[config.mk]
export PLATFORM = sky130hd
export DESIGN_NAME = uart_tx_engine
export DESIGN_NICKNAME = d
export VERILOG_FILES = /design/src/rtl/uart_tx_engine.sv
export SDC_FILE = /design/constraint.sdc
export NUM_CORES = 1
export LEC_CHECK = 0
export ABC_AREA = 1
export ABC_CLOCK_PERIOD_IN_PS = 1310
export CORE_MARGIN = 1
export CORE_UTILIZATION = 45
export CTS_BUF_LIST = sky130_fd_sc_hd__clkbuf_8
export DETAILED_ROUTE_END_ITERATION = 7
export PLACE_DENSITY = 0.73
export SLEW_MARGIN = 20
export SYNTH_ARGS = -nofsm -noshare
export SYNTH_HDL_FRONTEND = slang
export SYNTH_SLANG_ARGS = --single-unit
[constraint.sdc]
create_clock -name clk -period 1.31 [get_ports clk]
set_input_delay 0.1965 -clock clk [delete_from_list [all_inputs] [get_ports clk]]
set_output_delay 0.1965 -clock clk [all_outputs]
set_load 0.005 [all_outputs]
[src/rtl/uart_tx_engine.sv]
// 8-bit UART transmitter: start bit, LSB-first data, optional even parity, one stop bit.
// tx is registered from the next-state logic, so it changes on the same edge as the FSM state.
module uart_tx_engine #(
    parameter int CLKS_PER_BIT = 868,
    parameter bit PARITY_EN    = 1'b0
) (
    input  logic       clk,
    input  logic       rst_n,
    input  logic       new_tx,
    input  logic [7:0] tx_data,
    output logic       tx,
    output logic       busy,
    output logic       tx_done,
    output logic       tx_overrun
);

    localparam int BAUD_W = $clog2(CLKS_PER_BIT);
    localparam logic [BAUD_W-1:0] BAUD_MAX = BAUD_W'(CLKS_PER_BIT - 1);

    typedef enum logic [2:0] {
        S_IDLE,
        S_START,
        S_DATA,
        S_PARITY,
        S_STOP
    } state_t;

    state_t            r_state;
    logic              r_tx;
    logic              r_busy;
    logic              r_done;
    logic              r_overrun;
    logic [BAUD_W-1:0] r_baud;
    logic [2:0]        r_bit_idx;
    logic [7:0]        r_data;

    state_t            w_state_next;
    logic              w_tx_next;
    logic              w_done_next;
    logic [BAUD_W-1:0] w_baud_next;
    logic [2:0]        w_idx_next;
    logic [7:0]        w_data_next;
    logic              w_bit_end;
    logic [2:0]        w_idx_inc;

    assign w_bit_end = (r_baud == BAUD_MAX);
    assign w_idx_inc = r_bit_idx + 3'd1;

    // NOTE: every signal gets a default before the case so no path leaves it unassigned (no latch).
    always_comb begin
        w_state_next = r_state;
        w_tx_next    = r_tx;
        w_done_next  = 1'b0;
        w_baud_next  = r_baud;
        w_idx_next   = r_bit_idx;
        w_data_next  = r_data;

        if (r_state != S_IDLE) begin
            w_baud_next = w_bit_end ? '0 : r_baud + 1'b1;
        end

        case (r_state)
            S_IDLE: begin
                w_tx_next = 1'b1;
                if (new_tx) begin
                    w_state_next = S_START;
                    w_tx_next    = 1'b0;
                    w_data_next  = tx_data;
                    w_idx_next   = 3'd0;
                    w_baud_next  = '0;
                end
            end
            S_START: begin
                if (w_bit_end) begin
                    w_state_next = S_DATA;
                    w_tx_next    = r_data[0];
                    w_idx_next   = 3'd0;
                end
            end
            S_DATA: begin
                if (w_bit_end) begin
                    if (r_bit_idx == 3'd7) begin
                        if (PARITY_EN) begin
                            w_state_next = S_PARITY;
                            w_tx_next    = ^r_data;
                        end else begin
                            w_state_next = S_STOP;
                            w_tx_next    = 1'b1;
                        end
                    end else begin
                        w_idx_next = w_idx_inc;
                        w_tx_next  = r_data[w_idx_inc];
                    end
                end
            end
            S_PARITY: begin
                if (w_bit_end) begin
                    w_state_next = S_STOP;
                    w_tx_next    = 1'b1;
                end
            end
            S_STOP: begin
                if (w_bit_end) begin
                    w_state_next = S_IDLE;
                    w_tx_next    = 1'b1;
                    w_done_next  = 1'b1;
                end
            end
            default: begin
                w_state_next = S_IDLE;
                w_tx_next    = 1'b1;
            end
        endcase
    end

    // NOTE: state registers use non-blocking assignments so all of them update together at the edge.
    always_ff @(posedge clk or negedge rst_n) begin
        if (!rst_n) begin
            r_state   <= S_IDLE;
            r_tx      <= 1'b1;
            r_busy    <= 1'b0;
            r_done    <= 1'b0;
            r_overrun <= 1'b0;
            r_baud    <= '0;
            r_bit_idx <= 3'd0;
            r_data    <= 8'h00;
        end else begin
            r_state   <= w_state_next;
            r_tx      <= w_tx_next;
            r_busy    <= (w_state_next != S_IDLE);
            r_done    <= w_done_next;
            r_overrun <= new_tx & r_busy;
            r_baud    <= w_baud_next;
            r_bit_idx <= w_idx_next;
            r_data    <= w_data_next;
        end
    end

    assign tx         = r_tx;
    assign busy       = r_busy;
    assign tx_done    = r_done;
    assign tx_overrun = r_overrun;

endmodule

# After elaboration in Yosys (flattened, before gate mapping)
# Cells that the tools add are included.
[classes]
addsub = 2
order_cmp = 1
eq_ne = 11
muxes = 26
bitwise_logic = 1
n_reduce_logical = 8
[ops]
columns = ["operator", "n"]
rows = [
  ["$mux W10", 4],
  ["$mux W3", 10],
  ["$pmux W3 S5", 1],
  ["$add A10 B1 Y10 const B", 1],
  ["$eq A10 B10 Y1 const B", 1],
  ["$pmux W3 S3", 1],
  ["$reduce_bool A3 Y1", 3],
  ["$mux W1", 8],
  ["$ne A2 B2 Y1 const B", 4],
  ["$eq A3 B2 Y1 const B", 2],
  ["$eq A3 B3 Y1 const B", 2],
  ["$reduce_and A5 Y1", 1],
  ["$lt A3 B4 Y1 const B", 1],
  ["$pmux W1 S4", 1],
  ["$add A3 B1 Y3 const B", 1],
  ["$bmux W1 S3", 1],
  ["$eq A3 B1 Y1 const B", 1],
  ["$logic_not A3 Y1", 1],
  ["$reduce_and A3 Y1", 1],
  ["$ne A2 B1 Y1 const B", 1],
  ["$reduce_and A2 Y1", 1],
  ["$reduce_or A2 Y1", 1],
  ["$and A1 B1 Y1", 1],
]
[word_totals]
ff_bits = 28
in_bits = 11
out_inout_bits = 4
wordCells = 57

# Longest topological paths before layout
[logic_depth]
word_depth = 6
mapped_depth = 9
mapped_depth_nobuf = 9

# Worst setup path after synthesis
# No wires, ideal clock.
[synth_path]
path_type = "register to register"
from = "register r_baud[0]"
to = "register r_busy, in the netlist busy"
setup_ns = 0.122
t_arrival_ns = 1.224
required_time_ns = 1.188
setup_slack_ns = -0.036
path_stages_with_launch = 8
n_path_buf = 0
path_cell_list = "dfrtp_1 -> ha_1 -> nand2_1 -> nor2_1 -> nand3_2 -> nor3b_1 -> nor2_1 -> nand2_1"
[synth_between]
elab_chain_len = 4
elab_cells_between_ends = 7
classes_between = "1 x eq/ne; 5 x mux; 1 x reduce/logical"
[synth_rtl]
columns = ["element", "line_no", "rtl"]
rows = [
  ["from (decl)", "33", "logic [BAUD_W-1:0] r_baud;"],
  ["from (signal assigned)", "133", "r_baud <= w_baud_next;"],
  ["$eq A10 B10 Y1 *", "46", "assign w_bit_end = (r_baud == BAUD_MAX);"],
  ["$mux W3 (on tied branches)", "--", ""],
  ["$pmux W3 S5 *", "62", "case (r_state)"],
  ["$reduce_bool A3 Y1 *", "130", "r_busy <= (w_state_next != S_IDLE);"],
  ["to (signal assigned)", "130", ""],
  ["to (decl)", "30", "logic r_busy;"],
]
# Mark *: on every way between the ends. The rest lies on a longest branch, timed or not.
# A chain may end at the register's enable or synchronous reset.

# Worst setup path in the final report
[layout_path]
from = "register r_state[0]"
to = "register r_bit_idx[1]"
[layout_between]
elab_chain_len = 3
elab_cells_between_ends = 10
classes_between = "6 x eq/ne; 1 x mux; 3 x reduce/logical"
[layout_rtl]
columns = ["element", "line_no", "rtl"]
rows = [
  ["from (decl)", "28", "state_t r_state;"],
  ["from (signal assigned)", "128", "r_state <= w_state_next;"],
  ["$eq A3 B2 Y1, or another cell as far along", "62", ""],
  ["$ne A2 B2 Y1 (no source line) or $reduce_bool A3 Y1 (tied branches)", "--", ""],
  ["$reduce_and A5 Y1 (no source line)", "--", ""],
  ["to (signal assigned)", "134", "r_bit_idx <= w_idx_next;"],
  ["to (decl)", "34", "logic [2:0] r_bit_idx;"],
]
# Parallel ways exist; a longest one is shown, timed or not.

==> run metrics <==
Top delay family on crit path=flip-flops; asr flop ratio synth=100%; combinational share of power=4.0%; Reg2Reg Capture Point=r_bit_idx[1]; Hold Slack=0.268 ns; failing checks=negative setup slack; Critical Path Fanout Max=5; wire length per cell=13.6 µm; Clk pwr share=42.3%; min Tclk post-route=1.37 ns; Int Power=1.31 mW; endpoint type of the worst setup path=register; Non-Filler Instances=around 280; final critical-path setup slack=-0.0564 ns; crit path capture=r_bit_idx[1]; Placed Cells=266; DRC violations left=0; CTS H-tree depth=1; Die X=59.6 µm; CTS Hold Bufs=0; largest net degree at the start of global routing=29; clock buffer count from CTS=3; Hold WC Path Type=in2async; Startpoint Class=register; FF-to-FF setup slack=-0.06 ns; adder-cell share of the synthesized area=2.51%; Post-Synth XOR/XNOR Area=2.34%; post-DP HPWL=2400 µm; Final Hold Viols=0; share of cells above drive strength 1=40.8%; Synth Flop Type=dfrtp_1; Worst Setup Path Type=reg2reg; Worst R2R Path Depth=7; Initial Util=48.2%; Starting DRT DRC Count=81; via count=1388; leakage power=1.09 nW; # nets final=253; Post-Place Cell Area=roughly 1800 µm²; Synth area leaders=dfrtp_1, nand2_1, nor2_1; status=finished with violations; total grt overflow=0; Seq cells post-synth=28; P per Cell Area=726 nW/µm²; CTS clock-pin slew for the worst setup and hold paths=~0.10 ns; Die Area=3560 µm²; worst-margin pin slew=0.315 ns; RD Place Congestion=0.831; vias in the first global route=1268; final worst-path cycle share=104%; largest family of logic cells by synthesized area=simple AND/OR/NAND/NOR gates; switching share of total power=18.6%; Req. time, crit path=1.48 ns; GRT Total Usage=21.8%; Post-synth EDFFs=0; Max Cap Viol=0; Avg Cell Area, Syn=7.91 µm²; skew final=0.00329 ns; Levels on crit path=7; final WL=roughly 3800 µm; Yosys cell types=31; # IOs=15; clock sinks=28; dominant cell by count in the synthesized netlist=nand2_1; clk root buf=clkbuf_8; setup violators final=15; Clk Latency, worst-skew pair=0.27 ns; router iterations before antenna repair=5; Buf/Inv on CP=2; PortBufs=14; Critical Path Max Stage Delay=~0.45 ns; P&R area growth vs syn=48.5%; Max Slew Vio Count=0; initial antenna violation count=0; FP Rows=20; Cell Chain, Critical Path=inv_1 > nand3_1 > inv_2 > o21ai_4 > nand2_4 > nand2_1 > o21ai_1; remaining antenna violation count=0; r2r startpoint=r_state[0]; Ant. Diodes=0; Netlist Area Pre-Place=1500 µm²; Gate Count Post-Synth=189; synth cell count leaders=nand2_1, nor2_1, dfrtp_1; CTS max path bufs=2; fin area=2220 µm²; Synth top area share=45.2%; global-route wire length before repair=5740 µm; Seq/Total Area, Yosys=between 40% and 50%; via-per-instance ratio=approximately 5; synth warn=0; Peak VDD IR=0.447 mV; core area=3100 µm²; Sw Pwr=~300 µW; RSZ-0062 raised after global routing=true; CP startpoint=r_state[0]; power share of the sequential group=53.7%; Slew HR=78.9%; leading area contributor after synthesis=dfrtp_1; Net Count, Synth=203; Fmax=roughly 0.73 GHz; die extent in y=59.6 µm; Critical Path AT=roughly 1.5 ns; Synth Area in Compound Gates=6.28%; post-synthesis simple-gate area fraction=30.9%; CTS tree=built; CP max stage cell=dfrtp_1; mux cell area share after synthesis=under 10%
## metal layers
metal | track usage, % | part of all wire [%] | vias up
li1 | - | - | 686
met1 | 30.3 | 44 | 643
met2 | 35.6 | 51 | 51
met3 | 1.97 | 3.8 | 8
met4 | 7.31 | 1.5 | 0
met5 | 0 | 0 | -
## timing repair
action	CTS	global route
pin swaps	14	15
setup buffers	6	7
resized for setup	33	31
setup endpoints to repair	19	25
## cells by family (layout without fill, tap and decap cells)
group / Yosys count / in the layout
adder cells (fa/ha/maj): 3 / 3
buffers and inverters: 28 / 77
flip-flops: 28 / 28
AO/OA/AOI/OAI: 17 / 17
XOR/XNOR: 4 / 4
multiplexers: 4 / 4
AND/OR/NAND/NOR: 105 / 105
## through the flow
step	TNS, ns	power, mW	worst slack (ns)	utilization (%)
after CTS	-0.537	1.62	-0.0974	66.7
after floorplan	0	0.885	0.00832	-
final	-0.357	1.61	-0.0564	71.6
after global routing	-1.53	1.66	-0.155	71.6
after detailed placement	-1.44	0.947	-0.164	59.5
after global placement	-0.841	0.945	-0.128	59.5
## cell type report
type,instances,area (µm²)
Inverter,26,103
Sequential cell,28,706
Multi-Input combinational cell,133,876
Clock buffer,3,41.3
Tap cell,44,55.1
Fill cell,233,882
Clock inverter,1,30.0
Timing Repair Buffer,47,410
## cells in the final DEF (no fill, tap or decap), drive strengths merged
master	n
dfrtp	27
dfstp	1
xnor2	1
ha	3
o21ai	7
a21oi	7
nand2	54
nor2	32
nor3b	1
o22ai	2
or2	1
o21bai	1
inv	26
clkbuf	3
xor2	3
clkdlybuf4s50	10
nor3	2
nand3	11
buf	33
dlymetal6s2s	2
mux2	4
dlygate4sd2	2
bufinv	1
nand4	3
nand2b	1
## power by group through the flow
| stage | clock network (mW) | registers, mW | logic, mW |
|---|---|---|---|
| floorplan | 0 | 0.883 | 0.00186 |
| global placement | 0 | 0.883 | 0.0629 |
| detailed placement | 0 | 0.883 | 0.0642 |
| CTS | 0.694 | 0.866 | 0.0652 |
| global route | 0.719 | 0.866 | 0.0724 |
| finish | 0.681 | 0.865 | 0.0652 |
## flip-flops by register name, indices dropped and copies added (netlist names)
register	count
r_baud	10
r_data	8
r_bit_idx	3
r_state	3
busy	1
tx	1
tx_done	1
tx_overrun	1
## how the worst min path moves through the flow
stage               start  slack, ns         end  cells after the start
detailed placement   busy       0.47  tx_overrun                      2
finish              rst_n       0.27   r_baud[1]                      2
floorplan           rst_n       -0.1        busy                      0
global route        rst_n       0.28   r_baud[1]                      2
global placement     busy       0.46  tx_overrun                      2
CTS                 rst_n       0.27   r_baud[1]                      2
## worst reg2reg max path, stage by stage (launching register included)
cell and delay, ns:
dfrtp_1 0.45, inv_1 0.14, nand3_1 0.18, inv_2 0.09
o21ai_4 0.20, nand2_4 0.10, nand2_1 0.06, o21ai_1 0.05
Power figures use the tool's default switching activity.
